===== config.mk =====
export PLATFORM = sky130hd
export DESIGN_NAME = tm1638_spi_writer
export DESIGN_NICKNAME = d
export VERILOG_FILES = /design/src/rtl/tm1638_spi_writer.sv
export SDC_FILE = /design/constraint.sdc
export NUM_CORES = 1
export LEC_CHECK = 0
export CAP_MARGIN = 20
export CORE_MARGIN = 2
export CORE_UTILIZATION = 49
export CTS_CLUSTER_DIAMETER = 150
export DETAILED_ROUTE_END_ITERATION = 10
export PLACE_DENSITY = 0.77
export REMOVE_ABC_BUFFERS = 1
export SLEW_MARGIN = 10
export SYNTH_ARGS = -nofsm -noshare
export SYNTH_HDL_FRONTEND = slang
export SYNTH_SLANG_ARGS = --single-unit
export TNS_END_PERCENT = 5

===== constraint.sdc =====
create_clock -name CLOCK_50 -period 2.4 [get_ports CLOCK_50]
set_input_delay 0.72 -clock CLOCK_50 [delete_from_list [all_inputs] [get_ports CLOCK_50]]
set_output_delay 0.72 -clock CLOCK_50 [all_outputs]
set_load 0.02 [all_outputs]

===== src/rtl/tm1638_spi_writer.sv =====
// -----------------------------------------------------------------------------
// tm1638_spi_writer
//
// Byte-buffered, write-only 3-wire SPI transmitter for the TM1638 LED&KEY
// board. One activate handshake latches up to OUT_BYTES bytes, which are then
// shifted out under a single CS assertion. SCK idles high; dio changes on the
// falling edge and the chip samples it on the rising edge.
//
// Optional feature macro: TM1638_SPI_TXN_COUNT_EN adds the txn_count output,
// a wrapping count of completed transactions.
//
// Ports:
//   CLOCK_50   in   system clock, all logic on its rising edge
//   reset      in   synchronous, active-low reset
//   activate   in   start request, level-sampled while idle
//   out_data   in   bytes to send, element 0 first
//   out_count  in   number of bytes to send (0 = ignored, clamped to OUT_BYTES)
//   busy       out  high from the cycle after acceptance until the CS gap ends
//   sck        out  SPI clock (idle high)
//   dio        out  serial data (idle high)
//   cs         out  chip select, active low
//   state_dbg  out  current FSM state encoding, for observation only
//   txn_count  out  completed transaction count (only with the macro above)
//
// Handshake: activate acts as "valid" and !busy as "ready". A request is
// accepted on a rising edge where the FSM is idle, activate=1 and
// out_count!=0; busy rises the next cycle and the input bus is don't-care
// from then on. activate is ignored while busy=1; if it is still high when
// busy falls, another transaction is accepted on the next idle cycle.
// -----------------------------------------------------------------------------
module tm1638_spi_writer #(
   parameter int CLK_DIV        = 20,
   parameter int OUT_BYTES      = 5,
   parameter int OUT_BYTES_SZ   = $clog2(OUT_BYTES + 1),
   parameter int ALL_DONE_DELAY = 1,
   parameter int LSB_FIRST      = 1
) (
   input  logic                      CLOCK_50,
   input  logic                      reset,
   input  logic                      activate,
   input  logic [OUT_BYTES-1:0][7:0] out_data,
   input  logic [OUT_BYTES_SZ-1:0]   out_count,
   output logic                      busy,
   output logic                      sck,
   output logic                      dio,
   output logic                      cs,
   output logic [2:0]                state_dbg
`ifdef TM1638_SPI_TXN_COUNT_EN
   ,
   output logic [15:0]               txn_count
`endif
);

   localparam int HALF     = CLK_DIV / 2;
   localparam int HOLD_CYC = ALL_DONE_DELAY * HALF;
   localparam int TMR_MAX  = (HOLD_CYC > CLK_DIV) ? HOLD_CYC : CLK_DIV;
   localparam int TMR_W    = $clog2(TMR_MAX + 1);

   // Timer is loaded with (duration - 1) and the state ends when it reads 0.
   localparam logic [TMR_W-1:0]        HALF_LD = TMR_W'(HALF - 1);
   localparam logic [TMR_W-1:0]        GAP_LD  = TMR_W'(CLK_DIV - 1);
   localparam logic [TMR_W-1:0]        HOLD_LD = TMR_W'(HOLD_CYC - 1);
   localparam logic [TMR_W-1:0]        TMR_ONE = TMR_W'(1);
   localparam logic [OUT_BYTES_SZ-1:0] MAX_CNT = OUT_BYTES_SZ'(OUT_BYTES);
   localparam logic [OUT_BYTES_SZ-1:0] CNT_ONE = OUT_BYTES_SZ'(1);

   typedef enum logic [2:0] {
      S_IDLE     = 3'd0,
      S_CS_SETUP = 3'd1,
      S_SHIFT_LO = 3'd2,
      S_SHIFT_HI = 3'd3,
      S_HOLD     = 3'd4,
      S_GAP      = 3'd5
   } state_t;

   state_t                      state_q, state_d;
   logic [TMR_W-1:0]            tmr_q, tmr_d;
   logic [2:0]                  bit_q, bit_d;
   logic [OUT_BYTES_SZ-1:0]     byte_q, byte_d;
   logic [OUT_BYTES_SZ-1:0]     cnt_q, cnt_d;
   logic [OUT_BYTES-1:0][7:0]   buf_q, buf_d;
   logic                        busy_q, busy_d;
   logic                        sck_q, sck_d;
   logic                        cs_q, cs_d;
   logic                        dio_q, dio_d;
   logic                        last_bit;

   // Bit k of the serial stream within one byte, honouring the bit order.
   function automatic logic pick_bit(input logic [7:0] b, input logic [2:0] k);
      return (LSB_FIRST != 0) ? b[k] : b[3'd7 - k];
   endfunction

   always_ff @(posedge CLOCK_50) begin
      if (!reset) begin
         state_q <= S_IDLE;
         tmr_q   <= '0;
         bit_q   <= '0;
         byte_q  <= '0;
         cnt_q   <= '0;
         buf_q   <= '0;
         busy_q  <= 1'b0;
         sck_q   <= 1'b1;
         cs_q    <= 1'b1;
         dio_q   <= 1'b1;
      end else begin
         state_q <= state_d;
         tmr_q   <= tmr_d;
         bit_q   <= bit_d;
         byte_q  <= byte_d;
         cnt_q   <= cnt_d;
         buf_q   <= buf_d;
         busy_q  <= busy_d;
         sck_q   <= sck_d;
         cs_q    <= cs_d;
         dio_q   <= dio_d;
      end
   end

   always_comb begin
      state_d  = state_q;
      tmr_d    = tmr_q;
      bit_d    = bit_q;
      byte_d   = byte_q;
      cnt_d    = cnt_q;
      buf_d    = buf_q;
      busy_d   = busy_q;
      sck_d    = sck_q;
      cs_d     = cs_q;
      dio_d    = dio_q;
      last_bit = (bit_q == 3'd7) && (byte_q == cnt_q - CNT_ONE);

      unique case (state_q)
         S_IDLE: begin
            if (activate && (out_count != '0)) begin
               state_d = S_CS_SETUP;
               tmr_d   = HALF_LD;
               busy_d  = 1'b1;
               cs_d    = 1'b0;
               sck_d   = 1'b1;
               bit_d   = '0;
               byte_d  = '0;
               buf_d   = out_data;
               cnt_d   = (out_count > MAX_CNT) ? MAX_CNT : out_count;
               // First bit is already on dio during CS setup.
               dio_d   = pick_bit(out_data[0], 3'd0);
            end
         end

         S_CS_SETUP: begin
            if (tmr_q == '0) begin
               state_d = S_SHIFT_LO;
               tmr_d   = HALF_LD;
               sck_d   = 1'b0;
               dio_d   = pick_bit(buf_q[byte_q], bit_q);
            end else begin
               tmr_d = tmr_q - TMR_ONE;
            end
         end

         S_SHIFT_LO: begin
            if (tmr_q == '0) begin
               state_d = S_SHIFT_HI;
               tmr_d   = HALF_LD;
               sck_d   = 1'b1;
            end else begin
               tmr_d = tmr_q - TMR_ONE;
            end
         end

         S_SHIFT_HI: begin
            if (tmr_q == '0) begin
               if (last_bit) begin
                  dio_d = 1'b1;
                  if (HOLD_CYC == 0) begin
                     // No hold requested: go straight to the CS-high gap.
                     state_d = S_GAP;
                     tmr_d   = GAP_LD;
                     cs_d    = 1'b1;
                  end else begin
                     state_d = S_HOLD;
                     tmr_d   = HOLD_LD;
                  end
               end else begin
                  bit_d = bit_q + 3'd1;
                  if (bit_q == 3'd7) begin
                     byte_d = byte_q + CNT_ONE;
                  end
                  state_d = S_SHIFT_LO;
                  tmr_d   = HALF_LD;
                  sck_d   = 1'b0;
                  dio_d   = pick_bit(buf_q[byte_d], bit_d);
               end
            end else begin
               tmr_d = tmr_q - TMR_ONE;
            end
         end

         S_HOLD: begin
            if (tmr_q == '0) begin
               state_d = S_GAP;
               tmr_d   = GAP_LD;
               cs_d    = 1'b1;
            end else begin
               tmr_d = tmr_q - TMR_ONE;
            end
         end

         S_GAP: begin
            if (tmr_q == '0) begin
               state_d = S_IDLE;
               busy_d  = 1'b0;
            end else begin
               tmr_d = tmr_q - TMR_ONE;
            end
         end

         default: begin
            state_d = S_IDLE;
         end
      endcase
   end

`ifdef TM1638_SPI_TXN_COUNT_EN
   // Counts only transactions that reach the end of the gap, i.e. the same
   // edge on which busy falls. Aborts and ignored requests never get there.
   always_ff @(posedge CLOCK_50) begin
      if (!reset) begin
         txn_count <= '0;
      end else if ((state_q == S_GAP) && (tmr_q == '0)) begin
         txn_count <= txn_count + 16'd1;
      end
   end
`endif

   assign busy      = busy_q;
   assign sck       = sck_q;
   assign cs        = cs_q;
   assign dio       = dio_q;
   assign state_dbg = state_q;

endmodule


==> results of run 1 <==
cells in the final DEF (no fill, tap or decap), types with 9 or more instances in the layout:
| master | count |
|---|---|
| mux4_2 | 15 |
| a21oi_1 | 55 |
| clkdlybuf4s50_1 | 52 |
| nand2_1 | 104 |
| nor2_1 | 21 |
| dfxtp_1 | 60 |
| mux2i_1 | 11 |
| clkbuf_8 | 9 |
| nor3_1 | 12 |
| o21ai_0 | 18 |
| buf_4 | 24 |
flip-flops by register name, summed over array words and instances, names as in the netlist:
signal,flops
dio,1
bit_q,3
sck,1
state_dbg,3
tmr_q,5
buf_q,40
busy,1
cnt_q,3
cs,1
byte_q,3
stage by stage:
step	hold slack, ps	std cells	util, %	cell area, um^2
after global routing	488	558	66.0	4440
after detailed placement	456	542	61.1	4110
after CTS	466	558	65.3	4390
after floorplan	432	381	-	3230
after global placement	445	542	61.1	4110
final	459	558	66.0	4440
power breakdown:
part / leakage (nW) / internal, W / switching, W
clock: 0.120 / 0.000694 / 0.000427
combinational: 0.964 / 0.000406 / 0.000454
sequential: 0.500 / 0.00113 / 0.0000901
worst register-to-register path, stage by stage (launching register included):
cell	delay (ps)
dfxtp_2	350
ha_4	170
ha_4	180
xnor2_4	180
mux4_2	520
nand2_1	90
o31a_1	180
o311ai_2	120
a2111oi_2	350
nor3_1	70
per-layer routing:
layer / global-route usage [%] / up-vias
met5: 0 / -
met4: 10.1 / 0
li1: - / 1596
met1: 29.7 / 1484
met2: 37.4 / 88
met3: 4.36 / 12
area by class of cell:
cell class / count / share of cell area (%)
clock buffer: 9 / 2.79
clock inverter: 7 / 2.79
inverter: 7 / 0.592
multi-input combinational: 313 / 46.2
sequential: 61 / 27.6
tap: 80 / 2.26
timing repair buffer: 81 / 17.9
cells by family after synthesis:
group | after synthesis | synth area share [%]
compound gates | 112 | 20.1
simple gates | 157 | 19.6
buf+inv | 40 | 5.22
flops | 61 | 36.2
xor+xnor | 10 | 2.82
mux | 29 | 14.3
fa+ha+maj | 5 | 1.85
worst paths after layout:
check,start,to,depth (start not counted)
worst min register to register,cnt_q[1]$_SDFFE_PN0P_,cnt_q[1]$_SDFFE_PN0P_,2
worst max-delay path,bit_q[0]$_SDFFE_PN0P_,dio$_SDFFE_PN1P_,9
worst min-delay path,cnt_q[1]$_SDFFE_PN0P_,cnt_q[1]$_SDFFE_PN0P_,2
worst max register to register,bit_q[0]$_SDFFE_PN0P_,dio$_SDFFE_PN1P_,9
timing repair:
action,in CTS,in global routing
buffers inserted,0,0
endpoints found under the setup margin,1,1
resized for setup,6,9
pin swaps,2,3
==> impl.org, run 1 <==
** Timing
- Counting I/O delays and the setup requirement, the final critical path takes roughly 2300 ps.
- Final hold violation count :: 0
- Final Setup Violations :: 0
- Slew margin rel. :: about three fifths
- The count of pins over their slew limit was 0.
- Pin slew with the least headroom to its limit :: 586 ps
- The worst path uses between 90% and 100% of the clock period.
- After routing, the total negative slack on setup checks comes to 0 ps.
- Derived from the worst setup path, the maximum achievable clock frequency is 431 MHz.
- Clock skew :: ~9.4 ps
- Setup WS post-layout :: approximately 80 ps

** Min path
- In this run the worst hold path is classified as register to register.

** Routing
- The first detailed-routing pass took 4 iterations.
- Number of DRC violations after detailed routing :: 0
- Via density per instance :: around 5.7
- Routed wire per std cell :: approximately 15 um
- Detailed routing placed a total of approximately 4000 um of wire on met2.
- Once detail routing completed, the nets flagged for antenna violations numbered 0.
- Detail Route met3 WL :: approximately 420 um
- The routed design has 8200 um of wire.
- Number of vias after detailed routing :: ~3200
- Routed signal wires occupy layers up through met4.
- Iter 0 DRT Violations :: about 240
- The detailed router put a total of 3680 um of wire on met1.

** CTS
- TritonCTS built the clock tree.
- Clock tree synthesis inserted a total of 9 buffers.
- Clock sink count :: between 60 and 70
- The clock tree synthesis step divided the H-tree into 3 levels.
- The clock reaches the later pin of the worst-skew pair after ~350 ps.
- In this run, post-CTS hold repair placed 0 buffers.
- Clock-pin slew was measured on the worst setup and hold paths at around 70 ps.
- Clock Tree Buf Depth :: 2
- The tree is rooted in a clkbuf_8.

** Worst setup path
- Buffers plus inverters on the worst setup path :: 0
- Data arrives at the worst endpoint at about 2500 ps.
- Kind of start point of the critical path :: register
- CP endpoint kind :: register
- The setup check on the worst reg-to-reg path leaves a slack of 80 ps.
- On the worst path, the slowest cell contributes a delay of about 520 ps.
- Of all nets on the critical path, the largest fanout is 4.
- Cell mode on critical path :: ha_4
- The critical path is of the register to register type.
- Kind of cell adding the most delay to the critical path :: compound AO/OA/AOI/OAI gates
- STA puts the critical path data required time at approximately 2600 ps.
- The critical path goes through ha_4 -> ha_4 -> xnor2_4 -> mux4_2 -> nand2_1 -> o31a_1 -> o311ai_2 -> a2111oi_2 -> nor3_1.
- Master of the slowest instance on the critical path :: mux4_2

** Logic synthesis
- Async set-or-reset flop fraction in the synthesized netlist :: 0%
- The synthesized netlist contains between 50 and 60 unique library cells.
- Synthesis inferred 61 register bits.
- Post-synthesis cell type with the largest combined area :: dfxtp_1
- After synthesis, flip-flops and latches occupy a little over a third of the total area.
- For this run, the leading register cell type out of synthesis is dfxtp_1.
- A synthesized cell averages slightly above 8 um^2.
- For this run, the number of Yosys warnings is 0.
- Dominant cells by area after synthesis :: dfxtp_1 36%, nand2_1 12%, mux4_2 10%
- Summing every instance area after synthesis gives around 0.0034 mm^2.
- Most numerous cell in the Yosys netlist :: nand2_1
- Fraction of synthesized cell area taken by the top area cell type :: a little over a third
- The cell count after synthesis came out at 414.
- Count of flip-flops with a built-in enable after synthesis :: 0
- By count the netlist is led by 104 x nand2_1, 61 x dfxtp_1, 55 x a21oi_1.

** Global route
- First-pass GRT wire length :: 13800 um
- Total routing resource utilization after global routing :: roughly 23%
- Entering global routing, the biggest net connects between 50 and 60 pins.
- The initial antenna violation count came to 0.
- Grt ovf :: 0
- The number of global-route vias before repair came to 2971.

** Die
- In this run the vertical extent of the chip is 87.0 um.
- Initial Utilization :: between 50% and 60%
- Num rows :: 30
- Number of placed I/O pins :: 53
- The floorplan step defined a core boundary enclosing approximately 0.0067 mm^2.
- Die area :: 0.00757 mm^2
- The floorplan step set the die width to around 87 um.

** Power
- Power Density :: just over 700 mW/mm^2
- For this design the static power due to leakage is 1.58 nW.
- Power comes to between 0.003 and 0.004 W.
- IR analysis of the VDD net gives a maximum drop of about 0.42 mV.

** Job
- Across the run, the number of max-cap violations was 0.

** Placed design
- Post-Place Worst Slack :: -74.8 ps
- Buffers added on ports :: 52
- Routability-driven placement congestion ratio :: 0.904
- The wire-length estimate of the detail-placed layout is ~5700 um.

** Layout
- The net count of the finished layout is between 500 and 600.
- Combined area of the multi-input logic cells :: slightly above 0.002 mm^2
- Layout cells sized above 1 :: approximately 16%
- Relative to the synthesized area, the layout overhead comes to 31.4%.
- The layout has roughly 540 filler cells.
- Number of antenna cells inserted :: 0
- Total area of sequential cells :: 0.00122 mm^2

** Run status
- The run finished with clean final reports.
(Power assumes the default switching activity.)
==> run 2: changes to the inputs <==
==> constraint.sdc (replaced) <==
create_clock -name CLOCK_50 -period 2.4 [get_ports CLOCK_50]
set_input_delay 0.48 -clock CLOCK_50 [delete_from_list [all_inputs] [get_ports CLOCK_50]]
set_output_delay 0.48 -clock CLOCK_50 [all_outputs]
set_load 0.02 [all_outputs]
==> run 2 against run 1 <==
Net effect: clock power is essentially flat; register-to-register slack gained 40 ps; die area is the same; worst hold slack gained 0.53 ps; design area shrank 1.9%; global-route usage grew 0.46 points; first-iteration DRC count shrank 20%; clock skew is essentially flat; critical path type is now register to output port; critical endpoint is now state_dbg[1]; largest cell class unchanged; highest routed layer unchanged.
==> impl.org, run 2 (same netlist as run 1, synthesis figures left out) <==
** Worst setup path
- The kind of end point of the critical path is an output port (was register).
- Buffers plus inverters on the worst setup path :: 1 (was 0)
- CP arrival :: 1800 ps (was 2540 ps)
- The kind of start point of the critical path is a register (unchanged).
- The library cell contributing the largest single delay on the critical path is dfxtp_1 (was mux4_2).
- The data required time of the critical path came to 1920 ps (was 2620 ps).
- The critical setup path kind was register to output port (was register to register).
- Cells along the critical path: clkdlybuf4s50_1 (was ha_4 -> ha_4 -> xnor2_4 -> mux4_2 -> nand2_1 -> o31a_1 -> o311ai_2 -> a2111oi_2 -> nor3_1).
- The family of cells with the greatest summed delay on the critical path is flip-flops (was compound AO/OA/AOI/OAI gates).
- The peak fanout along the critical path was 20 (was 4).
- The maximum cell stage delay along the critical path is 730 ps (was 520 ps).

** Routing
- The aggregate routed wire length came to 8310 um (was 8200 um).
- The via count was 3231 (was 3180).
- Detail Route Antenna Nets :: 0 (unchanged)
- The iteration-0 DRC count of the detailed router was 195 (was 244).
- Routed wire per std cell :: 15.0 um (was 14.7 um)
- The first-pass iteration count of the detailed router was 4 (unchanged).
- The via count normalized by instance count is 5.83 (was 5.70).
- Number of DRC violations after detailed routing :: 0 (unchanged)

** CTS
- The clock tree from TritonCTS is yes (unchanged).
- The TritonCTS sink count was 61 (unchanged).
- The number of buffers inserted to repair setup after CTS was 0 (unchanged).
- The clock latency reported for the late side of the worst-skew pair came to 340 ps (was 350 ps).
- The hold buffer count at CTS came to 0 (unchanged).
- The master cell of the clock root buffer was clkbuf_8 (unchanged).
- The number of levels the H-tree was split into is 3 (unchanged).
- The CTS buffer count was 9 (unchanged).
- The post-CTS clock slew at the launch and capture registers of the worst setup and hold paths was 70 ps (about the same).
- The maximum root-to-sink buffer count was 2 (unchanged).

** Global route
- The first-pass GRT wire length was 14100 um (was 13800 um).
- The number of global-route vias before repair is 3033 (was 2971).
- The global-route congestion overflow total came to 0 (unchanged).
- Number of antenna violations at the first check in global routing :: 0 (unchanged)
- Total routing resource utilization after global routing :: 23.5% (was 23.0%)
- Pin count of the biggest net entering global routing :: 57 (unchanged)

** Power
- The leakage power of the design is 1.55 nW (was 1.58 nW).
- IR drop worst, VDD :: 0.372 mV (was 0.417 mV)
- The power density over the cells came to 730 mW/mm^2 (was 722 mW/mm^2).

** Timing
- The hold violation count in the final report was 0 (unchanged).
- Min cycle time layout :: 2280 ps (was 2320 ps)
- Final period util :: 95.1% (was 96.7%)
- The worst clock skew on the final layout was 9.27 ps (was 9.37 ps).
- RSZ-0062 raised after global routing :: true
- The setup slack after layout came to 118 ps (was 79.7 ps).
- The top achievable clock speed was 438 MHz (was 431 MHz).
- The transition time at the pin with the least slew margin was 641 ps (was 586 ps).
- Final Setup Violations :: 0 (unchanged)
- Number of pins with negative max-slew slack in the final report :: 0 (unchanged)
- The worst relative slew slack was 57.2% (was 61.0%).

** Layout
- The finished layout cell area came to 0.00435 mm^2 (was 0.00444 mm^2).
- Max reg flops :: 40 (unchanged)
- Layout filler cell count :: 586 (was 543)
- Number of antenna cells inserted :: 0 (unchanged)
- The fraction of layout instances using a drive strength above 1 is 14.1% (was 15.7%).
- The register containing the most flip-flops in the final layout is buf_q (unchanged).
- Most common cell after layout, fill and taps aside :: nand2_1 (unchanged)
- Biggest registers after layout :: buf_q: 40 flops, tmr_q: 5 flops (unchanged)
- Commonest non-fill, non-tap cells in the layout :: 104 x nand2_1, 59 x dfxtp_1, 55 x a21oi_1 (was 104 x nand2_1, 60 x dfxtp_1, 55 x a21oi_1)
- The net total in the final layout came to 520 (was 524).
- Area growth, synth to finish :: 28.9% (was 31.4%)

** Run status
- Run status :: completed (unchanged)

** Die
- The floorplan die area was 0.00757 mm^2 (unchanged).
- Die H :: 87.0 um (unchanged)
- Initial Utilization :: 50.3% (unchanged)
- Number of placed I/O pins :: 53 (unchanged)
- Width of the die :: 87.0 um (unchanged)
- Num rows :: 30 (unchanged)
- The core outline area is 0.00672 mm^2 (unchanged).

** Placed design
- The placed wire-length estimate came to 5870 um (was 5690 um).
- Buffers added on ports :: 52 (unchanged)
- The last weighted congestion value of the routability-driven placer was 0.926 (was 0.904).
- Post-Place Worst Slack :: 52.5 ps (was -74.8 ps)
- The placed instance area was 0.00406 mm^2 (was 0.00411 mm^2).

** Job
- Max-capacitance violation count :: 0 (unchanged)

** Min path
- The path type of the worst min-delay path is register to register (unchanged).
## run 2: changes by cell type in the layout (fill, tap and decap cells not counted), sizes merged
cell / delta
clkbuf: +3
clkinv: -2
clkinvlp: -1
buf: -4
## run 2: where the power goes
group | switching [W] | leakage (nW) | internal (W)
combinational | 0.000422 | 0.925 | 0.000385
sequential | 0.000122 | 0.501 | 0.00113
clock | 0.000402 | 0.121 | 0.000718
## run 2: final timing paths
path,from,to,slack [ps],cells after the start
setup / recovery,state_dbg[1]$_SDFFE_PN0P_,state_dbg[1],120,1
hold / removal,cnt_q[1]$_SDFFE_PN0P_,cnt_q[1]$_SDFFE_PN0P_,460,2
setup reg to reg,bit_q[0]$_SDFFE_PN0P_,dio$_SDFFE_PN1P_,120,9
hold reg to reg,cnt_q[1]$_SDFFE_PN0P_,cnt_q[1]$_SDFFE_PN0P_,460,2
## run 2: timing repair
item,in CTS,in global routing
hold endpoints to repair,0,0
setup endpoints to repair,0,1
resized for setup,0,9
## run 2: layout make-up
cell class | count | area (um^2) | share of cell area (%)
Multi-Input combinational cell | 313 | 2030 | 46.5
Sequential cell | 61 | 1220 | 28.1
Timing Repair Buffer | 77 | 737 | 16.9
Clock buffer | 12 | 145 | 3.33
Tap cell | 80 | 100 | 2.30
Clock inverter | 4 | 95.1 | 2.18
Inverter | 7 | 26.3 | 0.604
## run 2: through the flow
| stage | cells | hold slack, ps | setup TNS, ps | power [W] | util (%) |
|---|---|---|---|---|---|
| after CTS | 554 | 465 | 0 | 0.00319 | 64.0 |
| after floorplan | 381 | 432 | -7350 | 0.00174 | - |
| final | 554 | 460 | 0 | 0.00318 | 64.8 |
| after global routing | 554 | 496 | -37.7 | 0.00335 | 64.8 |
| after detailed placement | 538 | 457 | 0 | 0.00207 | 60.5 |
| after global placement | 538 | 445 | 0 | 0.00204 | 60.5 |
## run 2: metal layers
layer	vias to the layer above	part of all wire (%)	wire length, um	track usage (%)
li1	1584	-	-	-
met1	1536	44	3650	29.3
met2	92	50	4120	39.9
met3	19	4.3	360	3.98
met4	0	2.2	179	9.94
met5	-	0	0	0
